**src/rtl/quiz_pkg.sv**
```systemverilog
// quiz_pkg -- shared definitions for the hex quiz round sequencer.
//   * Game-state codes driven by the top-level game FSM.
//   * Round-state codes and enum for quiz_round_ctrl.
//   * Per-difficulty value mask, time limit and points.
//   * LFSR seed and feedback taps.
// Optional feature macro used by quiz_round_ctrl: QUIZ_STREAK_BONUS_EN.
package quiz_pkg;

  // Game FSM state codes seen on game_state.
  localparam logic [2:0] GS_MENU        = 3'd1;
  localparam logic [2:0] GS_TRY_AGAIN   = 3'd2;
  localparam logic [2:0] GS_EASY        = 3'd3;
  localparam logic [2:0] GS_MEDIUM      = 3'd4;
  localparam logic [2:0] GS_HARD        = 3'd5;
  localparam logic [2:0] GS_LEADERBOARD = 3'd6;

  // Round-state codes, kept as plain constants so the encoding stays fixed.
  localparam logic [2:0] RS_IDLE  = 3'd0;
  localparam logic [2:0] RS_LOAD  = 3'd1;
  localparam logic [2:0] RS_ASK   = 3'd2;
  localparam logic [2:0] RS_JUDGE = 3'd3;
  localparam logic [2:0] RS_DONE  = 3'd4;

  typedef enum logic [2:0] {
    ST_IDLE  = RS_IDLE,
    ST_LOAD  = RS_LOAD,
    ST_ASK   = RS_ASK,
    ST_JUDGE = RS_JUDGE,
    ST_DONE  = RS_DONE
  } round_state_e;

  typedef enum logic [1:0] {
    DIFF_EASY   = 2'd0,
    DIFF_MEDIUM = 2'd1,
    DIFF_HARD   = 2'd2
  } diff_e;

  // Per-difficulty parameters.
  localparam logic [7:0] MASK_EASY    = 8'h0F;
  localparam logic [7:0] MASK_MEDIUM  = 8'hFF;
  localparam logic [7:0] MASK_HARD    = 8'hFF;
  localparam logic [5:0] LIMIT_EASY   = 6'd30;
  localparam logic [5:0] LIMIT_MEDIUM = 6'd20;
  localparam logic [5:0] LIMIT_HARD   = 6'd10;
  localparam logic [7:0] POINTS_EASY   = 8'd1;
  localparam logic [7:0] POINTS_MEDIUM = 8'd2;
  localparam logic [7:0] POINTS_HARD   = 8'd3;

  typedef struct packed {
    logic [7:0] mask;
    logic [5:0] limit;
    logic [7:0] points;
  } diff_cfg_t;

  // LFSR constants.
  localparam logic [15:0] LFSR_SEED = 16'hACE1;
  localparam logic [15:0] LFSR_TAPS = 16'hB400;

  // Only called with game_state already known to be 3..5.
  function automatic diff_e gs_to_diff(input logic [2:0] gs);
    case (gs)
      GS_EASY:   return DIFF_EASY;
      GS_MEDIUM: return DIFF_MEDIUM;
      default:   return DIFF_HARD;
    endcase
  endfunction

  function automatic diff_cfg_t diff_cfg(input diff_e diff);
    diff_cfg_t cfg;
    case (diff)
      DIFF_EASY:   cfg = '{mask: MASK_EASY,   limit: LIMIT_EASY,   points: POINTS_EASY};
      DIFF_MEDIUM: cfg = '{mask: MASK_MEDIUM, limit: LIMIT_MEDIUM, points: POINTS_MEDIUM};
      default:     cfg = '{mask: MASK_HARD,   limit: LIMIT_HARD,   points: POINTS_HARD};
    endcase
    return cfg;
  endfunction

endpackage

```
**src/rtl/quiz_lfsr.sv**
```systemverilog
// quiz_lfsr -- free-running 16-bit Galois LFSR (taps 0xB400, seed 0xACE1).
// Ports:
//   clk    in   system clock
//   reset  in   synchronous active-high; reloads the seed
//   value  out  current 16-bit LFSR state
// A Galois LFSR seeded non-zero never reaches the all-zero state.
module quiz_lfsr
  import quiz_pkg::*;
(
  input  logic        clk,
  input  logic        reset,
  output logic [15:0] value
);

  logic [15:0] lfsr_q;
  logic [15:0] lfsr_d;

  // NOTE: every variable written in always_comb gets a default first, so no
  // path through the block can leave it unassigned and infer a latch.
  always_comb begin
    lfsr_d = {1'b0, lfsr_q[15:1]};
    if (lfsr_q[0]) begin
      lfsr_d = lfsr_d ^ LFSR_TAPS;
    end
  end

  // NOTE: flops are written with non-blocking assignments so every register
  // samples its pre-edge inputs regardless of block ordering.
  always_ff @(posedge clk) begin
    if (reset) begin
      lfsr_q <= LFSR_SEED;
    end else begin
      lfsr_q <= lfsr_d;
    end
  end

  assign value = lfsr_q;

endmodule

```
**src/rtl/quiz_round_ctrl.sv**
```systemverilog
// quiz_round_ctrl -- runs one round of NUM_Q hex questions for the quiz game.
// Parameters:
//   TICK_CYCLES  clk cycles per countdown second
//   NUM_Q        questions per round (1..15)
// Ports:
//   clk           in   system clock
//   reset         in   synchronous active-high, clears all state
//   game_state    in   game FSM state code (3/4/5 = easy/medium/hard)
//   submit        in   one-cycle answer strobe
//   answer        in   player's binary entry
//   question      out  hex value to display
//   q_index       out  current question number, 0-based
//   secs_left     out  seconds remaining for the current question
//   score         out  accumulated score, saturating at 255
//   last_correct  out  result of the most recently judged question
//   round_done    out  level, drives the game FSM 'rem' input
// Optional feature: define QUIZ_STREAK_BONUS_EN for a +1 bonus on every third
// consecutive correct answer.
module quiz_round_ctrl
  import quiz_pkg::*;
#(
  parameter int TICK_CYCLES = 50_000_000,
  parameter int NUM_Q       = 10
) (
  input  logic       clk,
  input  logic       reset,
  input  logic [2:0] game_state,
  input  logic       submit,
  input  logic [7:0] answer,
  output logic [7:0] question,
  output logic [3:0] q_index,
  output logic [5:0] secs_left,
  output logic [7:0] score,
  output logic       last_correct,
  output logic       round_done
);

  localparam int PRESC_W = (TICK_CYCLES > 1) ? $clog2(TICK_CYCLES) : 1;
  localparam logic [PRESC_W-1:0] PRESC_MAX = PRESC_W'(TICK_CYCLES - 1);
  localparam logic [3:0] LAST_Q = 4'(NUM_Q - 1);

  round_state_e       state_q, state_d;
  diff_e              diff_q, diff_d;
  logic [7:0]         question_q, question_d;
  logic [3:0]         q_index_q, q_index_d;
  logic [5:0]         secs_left_q, secs_left_d;
  logic [7:0]         score_q, score_d;
  logic               last_correct_q, last_correct_d;
  logic               round_done_q, round_done_d;
  logic               correct_q, correct_d;
  logic [PRESC_W-1:0] presc_q, presc_d;
`ifdef QUIZ_STREAK_BONUS_EN
  logic [1:0]         streak_q, streak_d;
`endif

  logic [15:0] lfsr_value;
  logic        lfsr_unused;
  diff_cfg_t   cfg;
  logic        gs_active;
  logic        tick;
  logic        go_idle;
  logic        bonus;
  logic [9:0]  score_sum;

  quiz_lfsr u_lfsr (
    .clk   (clk),
    .reset (reset),
    .value (lfsr_value)
  );

  // Only the low byte feeds the question; the rest is deliberately unused.
  assign lfsr_unused = ^lfsr_value[15:8];

  assign cfg       = diff_cfg(diff_q);
  assign gs_active = (game_state >= GS_EASY) && (game_state <= GS_HARD);
  assign tick      = (presc_q == PRESC_MAX);

  always_comb begin
    state_d        = state_q;
    diff_d         = diff_q;
    question_d     = question_q;
    q_index_d      = q_index_q;
    secs_left_d    = secs_left_q;
    score_d        = score_q;
    last_correct_d = last_correct_q;
    round_done_d   = round_done_q;
    correct_d      = correct_q;
    presc_d        = presc_q;
`ifdef QUIZ_STREAK_BONUS_EN
    streak_d       = streak_q;
`endif
    go_idle        = 1'b0;
    bonus          = 1'b0;
    score_sum      = '0;

    case (state_q)
      ST_IDLE: begin
        // Difficulty is captured here and held for the whole round.
        if (gs_active) begin
          diff_d  = gs_to_diff(game_state);
          state_d = ST_LOAD;
        end
      end

      ST_LOAD: begin
        question_d  = lfsr_value[7:0] & cfg.mask;
        secs_left_d = cfg.limit;
        presc_d     = '0;
        state_d     = ST_ASK;
      end

      ST_ASK: begin
        presc_d = tick ? '0 : presc_q + PRESC_W'(1);
        if (tick && (secs_left_q != 6'd0)) begin
          secs_left_d = secs_left_q - 6'd1;
        end
        // Submit is tested first so it beats a coincident timeout tick.
        if (submit) begin
          correct_d = ((answer & cfg.mask) == question_q);
          state_d   = ST_JUDGE;
        end else if (tick && (secs_left_q == 6'd1)) begin
          correct_d = 1'b0;
          state_d   = ST_JUDGE;
        end
      end

      ST_JUDGE: begin
        last_correct_d = correct_q;
`ifdef QUIZ_STREAK_BONUS_EN
        if (correct_q) begin
          if (streak_q == 2'd2) begin
            bonus    = 1'b1;
            streak_d = 2'd0;
          end else begin
            streak_d = streak_q + 2'd1;
          end
        end else begin
          streak_d = 2'd0;
        end
`endif
        score_sum = {2'b00, score_q} + {2'b00, cfg.points} + {9'd0, bonus};
        if (correct_q) begin
          score_d = (score_sum > 10'd255) ? 8'hFF : score_sum[7:0];
        end
        if (q_index_q == LAST_Q) begin
          round_done_d = 1'b1;
          state_d      = ST_DONE;
        end else begin
          q_index_d = q_index_q + 4'd1;
          state_d   = ST_LOAD;
        end
      end

      ST_DONE: begin
        if ((game_state == GS_MENU) || (game_state == GS_TRY_AGAIN)) begin
          go_idle = 1'b1;
        end
      end

      default: go_idle = 1'b1;
    endcase

    // Leaving the difficulty states mid-round abandons the round.
    if (((state_q == ST_LOAD) || (state_q == ST_ASK) || (state_q == ST_JUDGE))
        && !gs_active) begin
      go_idle = 1'b1;
    end

    // IDLE shows all-zero outputs, so every entry path clears the round.
    if (go_idle) begin
      state_d        = ST_IDLE;
      question_d     = '0;
      q_index_d      = '0;
      secs_left_d    = '0;
      score_d        = '0;
      last_correct_d = 1'b0;
      round_done_d   = 1'b0;
      correct_d      = 1'b0;
      presc_d        = '0;
`ifdef QUIZ_STREAK_BONUS_EN
      streak_d       = 2'd0;
`endif
    end
  end

  always_ff @(posedge clk) begin
    if (reset) begin
      state_q        <= ST_IDLE;
      diff_q         <= DIFF_EASY;
      question_q     <= '0;
      q_index_q      <= '0;
      secs_left_q    <= '0;
      score_q        <= '0;
      last_correct_q <= 1'b0;
      round_done_q   <= 1'b0;
      correct_q      <= 1'b0;
      presc_q        <= '0;
`ifdef QUIZ_STREAK_BONUS_EN
      streak_q       <= 2'd0;
`endif
    end else begin
      state_q        <= state_d;
      diff_q         <= diff_d;
      question_q     <= question_d;
      q_index_q      <= q_index_d;
      secs_left_q    <= secs_left_d;
      score_q        <= score_d;
      last_correct_q <= last_correct_d;
      round_done_q   <= round_done_d;
      correct_q      <= correct_d;
      presc_q        <= presc_d;
`ifdef QUIZ_STREAK_BONUS_EN
      streak_q       <= streak_d;
`endif
    end
  end

  assign question     = question_q;
  assign q_index      = q_index_q;
  assign secs_left    = secs_left_q;
  assign score        = score_q;
  assign last_correct = last_correct_q;
  assign round_done   = round_done_q;

endmodule
```
**config.mk**
```make
export PLATFORM = sky130hd
export DESIGN_NAME = quiz_round_ctrl
export DESIGN_NICKNAME = d
export VERILOG_FILES = /design/src/rtl/quiz_pkg.sv /design/src/rtl/quiz_lfsr.sv /design/src/rtl/quiz_round_ctrl.sv
export SDC_FILE = /design/constraint.sdc
export NUM_CORES = 1
export LEC_CHECK = 0
export ABC_CLOCK_PERIOD_IN_PS = 2500
export CORE_UTILIZATION = 35
export DETAILED_ROUTE_END_ITERATION = 8
export HOLD_SLACK_MARGIN = 0.05
export PLACE_DENSITY = 0.53
export SYNTH_ARGS = -nofsm -noshare
export SYNTH_HDL_FRONTEND = slang
export SYNTH_SLANG_ARGS = --single-unit
```
**constraint.sdc**
```tcl
create_clock -name clk -period 2.5 [get_ports clk]
set_input_delay 0.5 -clock clk [delete_from_list [all_inputs] [get_ports clk]]
set_output_delay 0.5 -clock clk [all_outputs]
set_load 0.05 [all_outputs]
```
## After elaboration in Yosys (flattened, before gate mapping)

Cells that the tools add are included.

| word-level totals | value |
|---|---|
| register bits after elaboration | 76 |
| bits of input ports | 14 |
| word-level logic and storage cells | 79 |

| operators by class | value |
|---|---|
| add/subtract/negate cells | 4 |
| $lt $le $gt $ge | 3 |
| eq/ne operators | 16 |
| muxes and demuxes | 18 |
| bitwise gates (word level) | 4 |
| reductions and logical operators | 23 |

Operators with widths:

| cell | number |
|---|---|
| 26-bit one-hot mux with 2 select lines | 1 |
| 22-bit one-hot mux with 2 select lines | 1 |
| 26-bit by 1-bit adder with 26-bit output (second input constant) | 1 |
| 26-bit equality test (second input constant) | 1 |
| 26-bit two-way mux | 1 |
| 8-bit AND | 2 |
| 16-bit two-way mux | 1 |
| 3-bit by 2-bit equality test with 1-bit output (second input constant) | 4 |
| 3-bit two-way mux | 4 |
| 3-bit one-hot mux with 4 select lines | 1 |
| 6-bit one-hot mux with 2 select lines | 1 |
| 2-bit AND reduction | 6 |
| 8-bit by 8-bit adder with 9-bit output | 1 |
| 9-bit by 8-bit > comparator with 1-bit output (second input constant) | 1 |
| 8-bit equality test | 1 |
| 8-bit two-way mux | 1 |
| 3-bit by 1-bit equality test with 1-bit output (second input constant) | 2 |
| 3-bit equality test (second input constant) | 2 |
| 6-bit by 1-bit equality test with 1-bit output (second input constant) | 1 |
| 6-bit two-way mux | 1 |
| 6-bit nonzero test | 1 |
| 6-bit by 1-bit subtractor with 6-bit output (second input constant) | 1 |
| 4-bit by 1-bit adder with 4-bit output (second input constant) | 1 |
| 4-bit equality test (second input constant) | 1 |
| 20 further kinds | 30 |

## Depth between registers and ports, before layout

Gate-level depths: netlist (run 1).

| depth | value |
|---|---|
| word-level depth | 6 |
| depth in mapped cells | 8 |
| gate-level depth less buffers | 8 |

## Hierarchy

A second synthesis (run 1) with hierarchy kept.

| unflattened totals | value |
|---|---|
| cell total of the unflattened synthesis | 495 |
| area total of the unflattened synthesis | 4050.1 um^2 |

By module, submodules not included:

| module | times used | cells an instance | area each (um^2) | sequential area each (um^2) |
|---|---|---|---|---|
| quiz_round_ctrl | 1 | 446 | 3489.6 | 1201.2 |
| quiz_lfsr | 1 | 49 | 560.5 | 320.3 |

## Least setup slack after synthesis (run 1)

OpenSTA, ideal clock, no wires.

| timing path | value |
|---|---|
| path type | flip-flop to flip-flop |
| start point | register score_q[0] (netlist: score[0]) |
| end point | register score_q[4] (netlist: score[4]) |
| arrival time | 1.986 ns |
| setup slack | 0.444 ns |
| stages on the path, launching flop included | 8 |
| cells stage by stage | dfxtp_1 ha_1 inv_1 fa_1 nor2_1 nand3_1 xor2_1 a21oi_1 |

| on the way | value |
|---|---|
| longest elaborated chain between the ends | 3 |

Ends and longest elaborated chain:

| what | line | source |
|---|---|---|
| from (decl) | quiz_round_ctrl.sv:47 | `logic [7:0] score_q, score_d;` |
| from (signal assigned) | quiz_round_ctrl.sv:207 | `score_q <= score_d;` |
| 8-bit by 8-bit adder with 9-bit output * | quiz_round_ctrl.sv:141 | `score_sum = {2'b00, score_q} + {2'b00, cfg.points} + {9'd0, bonus};` |
| 9-bit by 8-bit > comparator with 1-bit output | quiz_round_ctrl.sv:143 | `score_d = (score_sum > 10'd255) ? 8'hFF : score_sum[7:0];` |
| 8-bit two-way mux * | quiz_round_ctrl.sv:143 |  |

Mark *: on every way between the ends. The rest lies on a longest branch, timed or not.
A chain may end at the register's enable or synchronous reset.

## Worst setup path in the final report (run 1)

| timing path | value |
|---|---|
| start point | register score_q[2] (netlist: score[2]) |
| end point | output score[2] |

RTL lines:

| what | line | source |
|---|---|---|
| to (decl) | quiz_round_ctrl.sv:33 | `output logic [7:0] score,` |

No word-level cell between the ends.

==> flow_summary.json, run 1 <==
{
  "core_sq_um": 10400,
  "ys_types": 61,
  "crit_chain": "clkdlybuf4s50_1",
  "post-route-period-util_pct": 88.4,
  "grt_pass1_vias": 3337,
  "status": "finished clean",
  "rows": 37,
  "finalPower_mw": 3.51,
  "cap_violations": 0,
  "post_dp_cell_area_sq_um": 4470,
  "die_height_microns": 106,
  "worst_pin_slew_ps": 1110,
  "dp_hpwl_microns": 6980,
  "hold_start": "u_lfsr.value[8]",
  "start_util_pct": 36.5,
  "yosysTopAreaCellShare_pct": 40.0,
  "cp.required_ps": 2000,
  "port_buffers": 41,
  "grt_antenna_before_repair": 0,
  "regToRegSetupSlack_ps": 350,
  "dpl_worst_slack_ps": 23.3,
  "path_delay_family": "buffers and inverters",
  "detail_route.wl_per_cell_microns": 14.7,
  "drtIter0Drc": 133,
  "cts_buffers": 9,
  "fin_cells": 651,
  "grt_max_degree": 18,
  "viasPerCell": 5.34,
  "fin_area_sq_um": 4650,
  "critPathLaunchType": "flop",
  "cp_slowest_cell": "clkdlybuf4s50_1",
  "post_cts_buffers": 0,
  "tns_ps": 0,
  "num_antenna_cells": 0,
  "final_util_pct": 44.6,
  "worstSetupPathType": "reg2out",
  "max_stage_delay_ps": 860,
  "grt_pass1_wl_microns": 16300,
  "synthCells": 458,
  "whs_path_depth": 1,
  "drv_slew": 0,
  "clkTransAtPathRegs_ps": 90,
  "synth_largest_area_cell": "dfxtp_1",
  "firstDrtPassIters": 5,
  "relSlewSlack_pct": 25.7,
  "worstHoldEndpoint": "u_lfsr.value[7]",
  "ys_ff_latch": 76,
  "grt_usage_pct": 18.2,
  "synthesis.area_sq_um": 3800,
  "synth_edf_count": 0,
  "die-area_sq_um": 11300,
  "post_cts_resize_count": 0,
  "area_growth_syn_to_layout_pct": 22.3,
  "fin_crit_ps": 2210,
  "rr_worst_depth": 5,
  "hold_viol_final": 0,
  "fmax_ghz": 0.452,
  "powerDensity_nw_per_um2": 755,
  "ys.flop_type": "dfxtp_1",
  "routed_wl_microns": 9570,
  "cts_tree": "yes",
  "dp.cells": 635,
  "cts_hold_buffers": 0,
  "synthesis.nets": 480,
  "power_leakage_nw": 1.56,
  "setup_viol_count_final": 0,
  "hold_slack_ps": 411,
  "clk_latency_ps": 360,
  "drive_gt1_share_pct": 11.5,
  "critical_path_buf_inv_count": 1,
  "ir_drop_mv": 0.388,
  "synth.avg_cell_area_sq_um": 8.30,
  "via_count": 3478,
  "rsz0062_at_grt": "false",
  "fin_skew_ps": 9.43,
  "ys_top_cells_by_area": "dfxtp_1 (40%), nand2_1 (5.8%), nand3_1 (3.9%)",
  "setup_ws_ps": 290,
  "cts.sink_count": 76,
  "hold_class": "reg2reg",
  "htreeDepth": 3,
  "synthTopCellsByCount": "dfxtp_1 (76), nand2_1 (59), nor2_1 (34)",
  "clk_path_buf_depth": 2,
  "yosysMostFrequentCell": "dfxtp_1",
  "end_kind": "output port",
  "route.detailed.drc": 0,
  "ys_seq_area_share_pct": 40.0,
  "cts_root_buf": "clkbuf_8",
  "cp_max_fo": 8,
  "grt-ovfl-total": 0,
  "reg2reg_to": "presc_q[25]",
  "die_width_microns": 106,
  "r2r-start": "state_q[0]",
  "finalNetCount": 532,
  "postRouteAntennaNets": 0,
  "ios": 42,
  "async_flop_share_pct": 0,
  "crit_arrival_ps": 1710,
  "place_congestion": 0.810,
  "yosys_warnings": 0,
  "cp.depth": 1
}
state kept, by name, indices dropped and copies added, names as in the netlist:
name          flops
correct_q         1
state_q           3
q_index           4
score             8
question          8
presc_q          26
secs_left         6
u_lfsr.value     16
round_done        1
diff_q            2
last_correct      1
per-layer routing:
layer / vias up / GRT usage [%] / wire [microns]
met5: - / 0 / 0
met4: 0 / 5.56 / 112
met3: 10 / 4.05 / 295
met2: 60 / 29.4 / 4460
met1: 1645 / 24.0 / 4700
li1: 1763 / - / -
cell families (layout without fill, tap and decap cells):
family	count (synthesis)	count (layout)	synth area share, %
AO/OA/AOI/OAI	88	88	14.2
XOR/XNOR	18	18	4.15
adder cells (fa/ha/maj)	8	8	2.83
buffers and inverters	35	92	3.85
flip-flops	76	76	40.0
multiplexers	5	5	1.32
AND/OR/NAND/NOR	228	228	33.6
worst max-delay path by stage:
stage | from | to | slack (ps)
after detailed placement | game_state[1] | presc_q[22] | 20
after global routing | state_q[2] | presc_q[17] | 170
after floorplan | score[0] | score[4] | 440
after CTS | score[2] | score[2] | 270
after global placement | game_state[1] | presc_q[22] | 40
final | score[2] | score[2] | 290
layout by cell type (no fill, tap or decap), types with 3 or more instances in the layout:
cell	count
a21oi_1	25
a311oi_1	5
a31oi_1	11
and3_1	6
buf_4	22
clkbuf_8	9
clkdlybuf4s50_1	41
clkinv_4	3
dfxtp_1	76
ha_1	7
inv_1	12
mux2i_1	5
nand2_1	59
nand2b_1	4
nand3_1	30
nand4_1	14
nand4b_1	5
nor2_1	34
nor2b_1	7
nor3_1	12
nor4_1	4
o211ai_1	3
o21ai_0	23
o21ai_1	3
o31ai_1	3
or2_2	9
or3_1	9
or4_1	8
xnor2_1	14
xor2_1	4
where the power goes:
group / internal (mW) / switching (mW)
clock network: 0.372 / 0.502
registers: 1.30 / 0.103
logic: 0.448 / 0.790
total: 2.12 / 1.39
final cells by class:
type / count / area [sq um]
fillers: 1078 / 5770
inverters: 12 / 45.0
clock inverters: 7 / 58.8
flip-flops and latches: 76 / 1520
clock buffers: 9 / 124
repair buffers: 64 / 596
multi-input cells: 347 / 2130
well taps: 136 / 170
(Power assumes the default switching activity.)
==> run 2, diff against run 1 <==
--- a/config.mk
+++ b/config.mk
@@ -10,6 +10,7 @@
 export DETAILED_ROUTE_END_ITERATION = 8
 export HOLD_SLACK_MARGIN = 0.05
 export PLACE_DENSITY = 0.53
+export RECOVER_POWER = 100
 export SYNTH_ARGS = -nofsm -noshare
 export SYNTH_HDL_FRONTEND = slang
 export SYNTH_SLANG_ARGS = --single-unit
==> run 2 against run 1 <==
  * Critical path depth is the same
  * Die area unchanged
  * Final cell count did not move
  * Sequential share of layout area rose by 0.26 points
  * First-iteration DRC count fell by 2.3%
  * Maximum frequency decreased by 2.2%
  * Clock power barely moved
  * Sequential cell count is the same
  * Largest cell class unchanged
==> flow_summary.json, run 2 (synthesis results as in run 1) <==
{
  "power_leakage_nw": 1.63,
  "rows": 37,
  "htreeDepth": 3,
  "dp_hpwl_microns": 6980,
  "largest_register_ffs": 26,
  "crit_chain": "dlygate4sd3_1",
  "path_delay_family": "buffers and inverters",
  "hold_viol_final": 0,
  "cap_violations": 0,
  "die-area_sq_um": 11300,
  "fin_skew_ps": 10.2,
  "hold_start": "u_lfsr.value[8]",
  "routed_wl_microns": 9620,
  "rsz0062_at_grt": "false",
  "fin_crit_ps": 2260,
  "setup_viol_count_final": 0,
  "fmax_ghz": 0.442,
  "register_area_sq_um": 1520,
  "via_count": 3509,
  "clk_latency_ps": 360,
  "start_util_pct": 36.5,
  "worst_pin_slew_ps": 1120,
  "critical_path_buf_inv_count": 1,
  "critPathLaunchType": "flop",
  "max_stage_delay_ps": 920,
  "r2r-start": "presc_q[0]",
  "num_antenna_cells": 0,
  "multi_input_area_sq_um": 2120,
  "cts_root_buf": "clkbuf_8",
  "n_fill_cell": 1091,
  "route.detailed.drc": 0,
  "post-route-period-util_pct": 90.4,
  "final_common_cell": "dfxtp_1",
  "detail_route.wl_per_cell_microns": 14.8,
  "firstDrtPassIters": 4,
  "cp.required_ps": 2000,
  "hold_class": "reg2reg",
  "postRouteAntennaNets": 0,
  "post_dp_cell_area_sq_um": 4470,
  "drv_slew": 0,
  "cts_buffers": 9,
  "cts_tree": "yes",
  "fin_area_sq_um": 4610,
  "viasPerCell": 5.39,
  "clkTransAtPathRegs_ps": 90,
  "cts_hold_buffers": 0,
  "dpl_worst_slack_ps": 23.3,
  "status": "finished clean",
  "final_util_pct": 44.3,
  "most-common-layout-cells": "dfxtp_1 (76), nand2_1 (59), nor2_1 (34)",
  "post_cts_buffers": 0,
  "ir_drop_mv": 0.388,
  "port_buffers": 41,
  "ios": 42,
  "crit_arrival_ps": 1760,
  "regMostFlops": "presc_q",
  "worstSetupPathType": "reg2out",
  "die_height_microns": 106,
  "cp_slowest_cell": "dlygate4sd3_1",
  "drive_gt1_share_pct": 9.71,
  "grt_max_degree": 18,
  "setup_ws_ps": 240,
  "critical_path.startpoint": "score[2]",
  "tns_ps": 0,
  "end_kind": "output port",
  "post_cts_resize_count": 0,
  "grt_usage_pct": 18.2,
  "place_congestion": 0.810,
  "die_width_microns": 106,
  "grt-ovfl-total": 0,
  "relSlewSlack_pct": 25.1,
  "drtIter0Drc": 130,
  "powerDensity_nw_per_um2": 752,
  "finalNetCount": 532,
  "core_sq_um": 10400,
  "grt_pass1_wl_microns": 16300,
  "clk_path_buf_depth": 2,
  "area_growth_syn_to_layout_pct": 21.3,
  "cts.sink_count": 76,
  "grt_antenna_before_repair": 0,
  "grt_pass1_vias": 3337,
  "cp_max_fo": 8
}
## run 2: cell types whose count changed in the layout (fill, tap and decap cells not counted), moves of 2 or more
cell and delta:
buf_4 -7, clkbuf_1 +7, o21ai_0 +2, o21ai_1 -2
clkdlybuf4s50_1 -30, dlygate4sd3_1 +30
## run 2: per-stage QoR
step,power [mW],cells,hold slack (ps)
after floorplan,2.20,458,389
after global placement,2.67,635,390
after detailed placement,2.67,635,406
after CTS,3.56,651,421
after global routing,3.68,651,431
final,3.47,651,411
## run 2: area by class of cell
cell class | count | share of cell area, %
Multi-Input combinational cell | 347 | 46.0
Sequential cell | 76 | 33.0
Timing Repair Buffer | 64 | 12.3
Tap cell | 136 | 3.69
Clock buffer | 9 | 2.69
Clock inverter | 7 | 1.28
Inverter | 12 | 0.977
## run 2: layer usage
metal  part of all wire [%]  vias up  GRT usage [%]  routed length (microns)
li1                       -     1762              -                        -
met3                    3.0        9           4.05                      289
met4                    1.1        0           5.56                      108
met1                     49     1669           24.0                     4740
met5                      0        -              0                        0
met2                     47       69           29.4                     4480
## run 2: power by group
part           switching, mW  internal, mW
clock                  0.502         0.372
sequential             0.101          1.30
combinational          0.788         0.410
total                   1.39          2.08
## run 2: final timing paths
check | cells after the start | slack [ps] | end
hold / removal | 1 | 410 | u_lfsr.value[7]
hold reg to reg | 1 | 410 | u_lfsr.value[7]
setup / recovery | 1 | 240 | score[2]
setup reg to reg | 7 | 320 | presc_q[12]
==> run 3, diff against run 2 <==
--- a/config.mk
+++ b/config.mk
@@ -6,11 +6,12 @@
 export NUM_CORES = 1
 export LEC_CHECK = 0
 export ABC_CLOCK_PERIOD_IN_PS = 2500
-export CORE_UTILIZATION = 35
+export CORE_UTILIZATION = 55
 export DETAILED_ROUTE_END_ITERATION = 8
 export HOLD_SLACK_MARGIN = 0.05
-export PLACE_DENSITY = 0.53
+export PLACE_DENSITY = 0.77
 export RECOVER_POWER = 100
+export SLEW_MARGIN = 20
 export SYNTH_ARGS = -nofsm -noshare
 export SYNTH_HDL_FRONTEND = slang
 export SYNTH_SLANG_ARGS = --single-unit
==> run 3 against run 2 <==
  * Sequential cell count did not move
  * Die area fell by 36%
  * Setup slack got worse by 85 ps
  * Critical path type is now in2reg
  * Largest power group unchanged
  * Highest routed layer unchanged
==> flow_summary.json, run 3 (synthesis results as in run 1) <==
{
  "post-route-period-util_pct": 93.8,
  "fmax_ghz": 0.426,
  "final_util_pct": 69.6,
  "cts_hold_buffers": 0,
  "post_cts_resize_count": 0,
  "final_common_cell": "dfxtp_1",
  "grt_pass1_vias": 3211,
  "area_growth_syn_to_layout_pct": 19.0,
  "postRouteAntennaNets": 0,
  "worstSetupPathType": "in2reg",
  "fin_crit_ps": 2350,
  "most-common-layout-cells": "dfxtp_1 (76), nand2_1 (59), nor2_1 (34)",
  "die_height_microns": 85.1,
  "drive_gt1_share_pct": 9.22,
  "powerDensity_nw_per_um2": 782,
  "die_width_microns": 85.1,
  "route.detailed.drc": 0,
  "start_util_pct": 58.5,
  "core_sq_um": 6490,
  "crit_arrival_ps": 2630,
  "hold_class": "reg2reg",
  "port_buffers": 41,
  "place_congestion": 0.851,
  "p_sw_share_pct": 39.0,
  "cts_buffers": 9,
  "cp_slowest_cell": "dlygate4sd3_1",
  "cp_max_fo": 9,
  "detail_route.wl_per_cell_microns": 15.5,
  "drtIter0Drc": 221,
  "fin_cells": 587,
  "cts_tree": "yes",
  "p_comb_share_pct": 32.6,
  "dp.cells": 571,
  "register_area_sq_um": 1520,
  "status": "finished clean",
  "cts.sink_count": 76,
  "crit_top_cell": "clkbuf_1",
  "relSlewSlack_pct": 26.4,
  "worst_pin_slew_ps": 1100,
  "drv_slew": 0,
  "htreeDepth": 3,
  "crit_chain": "dlygate4sd3_1 -> clkbuf_1 -> xnor2_1 -> a32oi_1 -> and2_0 -> clkbuf_1 -> or4_1 -> o21ai_0",
  "finalPower_mw": 3.54,
  "num_antenna_cells": 0,
  "critical_path_buf_inv_count": 3,
  "regMostFlops": "presc_q",
  "clkTransAtPathRegs_ps": 80,
  "grt-ovfl-total": 0,
  "power.internal_mw": 2.16,
  "finalNetCount": 527,
  "clk_latency_ps": 350,
  "max_stage_delay_ps": 550,
  "rsz0062_at_grt": "false",
  "routed_wl_microns": 9100,
  "critPathLaunchType": "input port",
  "post_cts_buffers": 0,
  "grt_max_degree": 17,
  "setup_viol_count_final": 0,
  "power_frac_clock_pct": 27.7,
  "grt_antenna_before_repair": 0,
  "ios": 42,
  "clk_path_buf_depth": 2,
  "grt_usage_pct": 26.6,
  "cp.required_ps": 2780,
  "via_count": 3544,
  "ir_drop_mv": 0.619,
  "die-area_sq_um": 7250,
  "power_leakage_nw": 1.62,
  "cap_violations": 0,
  "power_frac_seq_pct": 39.7,
  "tns_ps": 0,
  "end_kind": "flop",
  "n_fill_cell": 533,
  "p_sw_mw": 1.38,
  "rows": 29,
  "fin_skew_ps": 9.67,
  "cts_root_buf": "clkbuf_8",
  "grt_pass1_wl_microns": 15400,
  "hold_viol_final": 0,
  "path_delay_family": "buffers and inverters",
  "dp_hpwl_microns": 6430,
  "firstDrtPassIters": 5,
  "largest_register_ffs": 26,
  "viasPerCell": 6.04,
  "multi_input_area_sq_um": 2120
}
==> run 3: cell types whose count changed in the layout (fill, tap and decap cells not counted), sizes merged <==
| cell | change |
|---|---|
| clkbuf | +1 |
| buf | -6 |
| bufinv | +1 |
| inv | +1 |
| clkinv | -2 |
==> run 3: area by class of cell <==
cell class / instances / area share, %
Tap cell: 77 / 2.13
Inverter: 12 / 0.996
Sequential cell: 76 / 33.6
Clock inverter: 7 / 1.83
Multi-Input combinational cell: 347 / 46.8
Clock buffer: 9 / 2.74
Timing Repair Buffer: 59 / 11.8
==> run 3: worst reg2reg max path: cells and delay by family (launching register included) <==
| family | cells | cell delay (ps) |
|---|---|---|
| AO/OA/AOI/OAI | 3 | 810 |
| buffers and inverters | 1 | 290 |
| flip-flops | 1 | 560 |
| AND/OR/NAND/NOR | 1 | 560 |
==> run 3: routing by layer <==
| layer | routed length [microns] | up-vias | global-route usage (%) |
|---|---|---|---|
| met5 | 0 | - | 0 |
| met4 | 102 | 0 | 10.3 |
| met1 | 4410 | 1659 | 37.7 |
| met3 | 469 | 13 | 4.09 |
| met2 | 4130 | 112 | 41.0 |
| li1 | - | 1760 | - |
==> run 3: final timing paths <==
kind         slack, ps            start         endpoint  cells past startpoint
max                150    game_state[0]     secs_left[3]                      8
min                420  u_lfsr.value[8]  u_lfsr.value[7]                      1
min reg2reg        420  u_lfsr.value[8]  u_lfsr.value[7]                      1
max reg2reg        200       state_q[1]      presc_q[19]                      5
==> run 3: stage by stage <==
| stage | instance area [sq um] | setup WS, ps | hold WS (ps) |
|---|---|---|---|
| floorplan | 3800 | 444 | 389 |
| global placement | 4350 | 35.7 | 394 |
| detailed placement | 4350 | -44.0 | 397 |
| CTS | 4560 | 235 | 425 |
| global route | 4520 | 38.8 | 430 |
| finish | 4520 | 155 | 420 |
==> run 3: power groups by stage <==
stage	sequential, mW	combinational (mW)	clock [mW]
detailed placement	1.43	1.18	0
CTS	1.41	1.18	0.995
floorplan	1.54	0.663	0
global route	1.42	1.24	1.05
finish	1.40	1.15	0.980
global placement	1.43	1.16	0
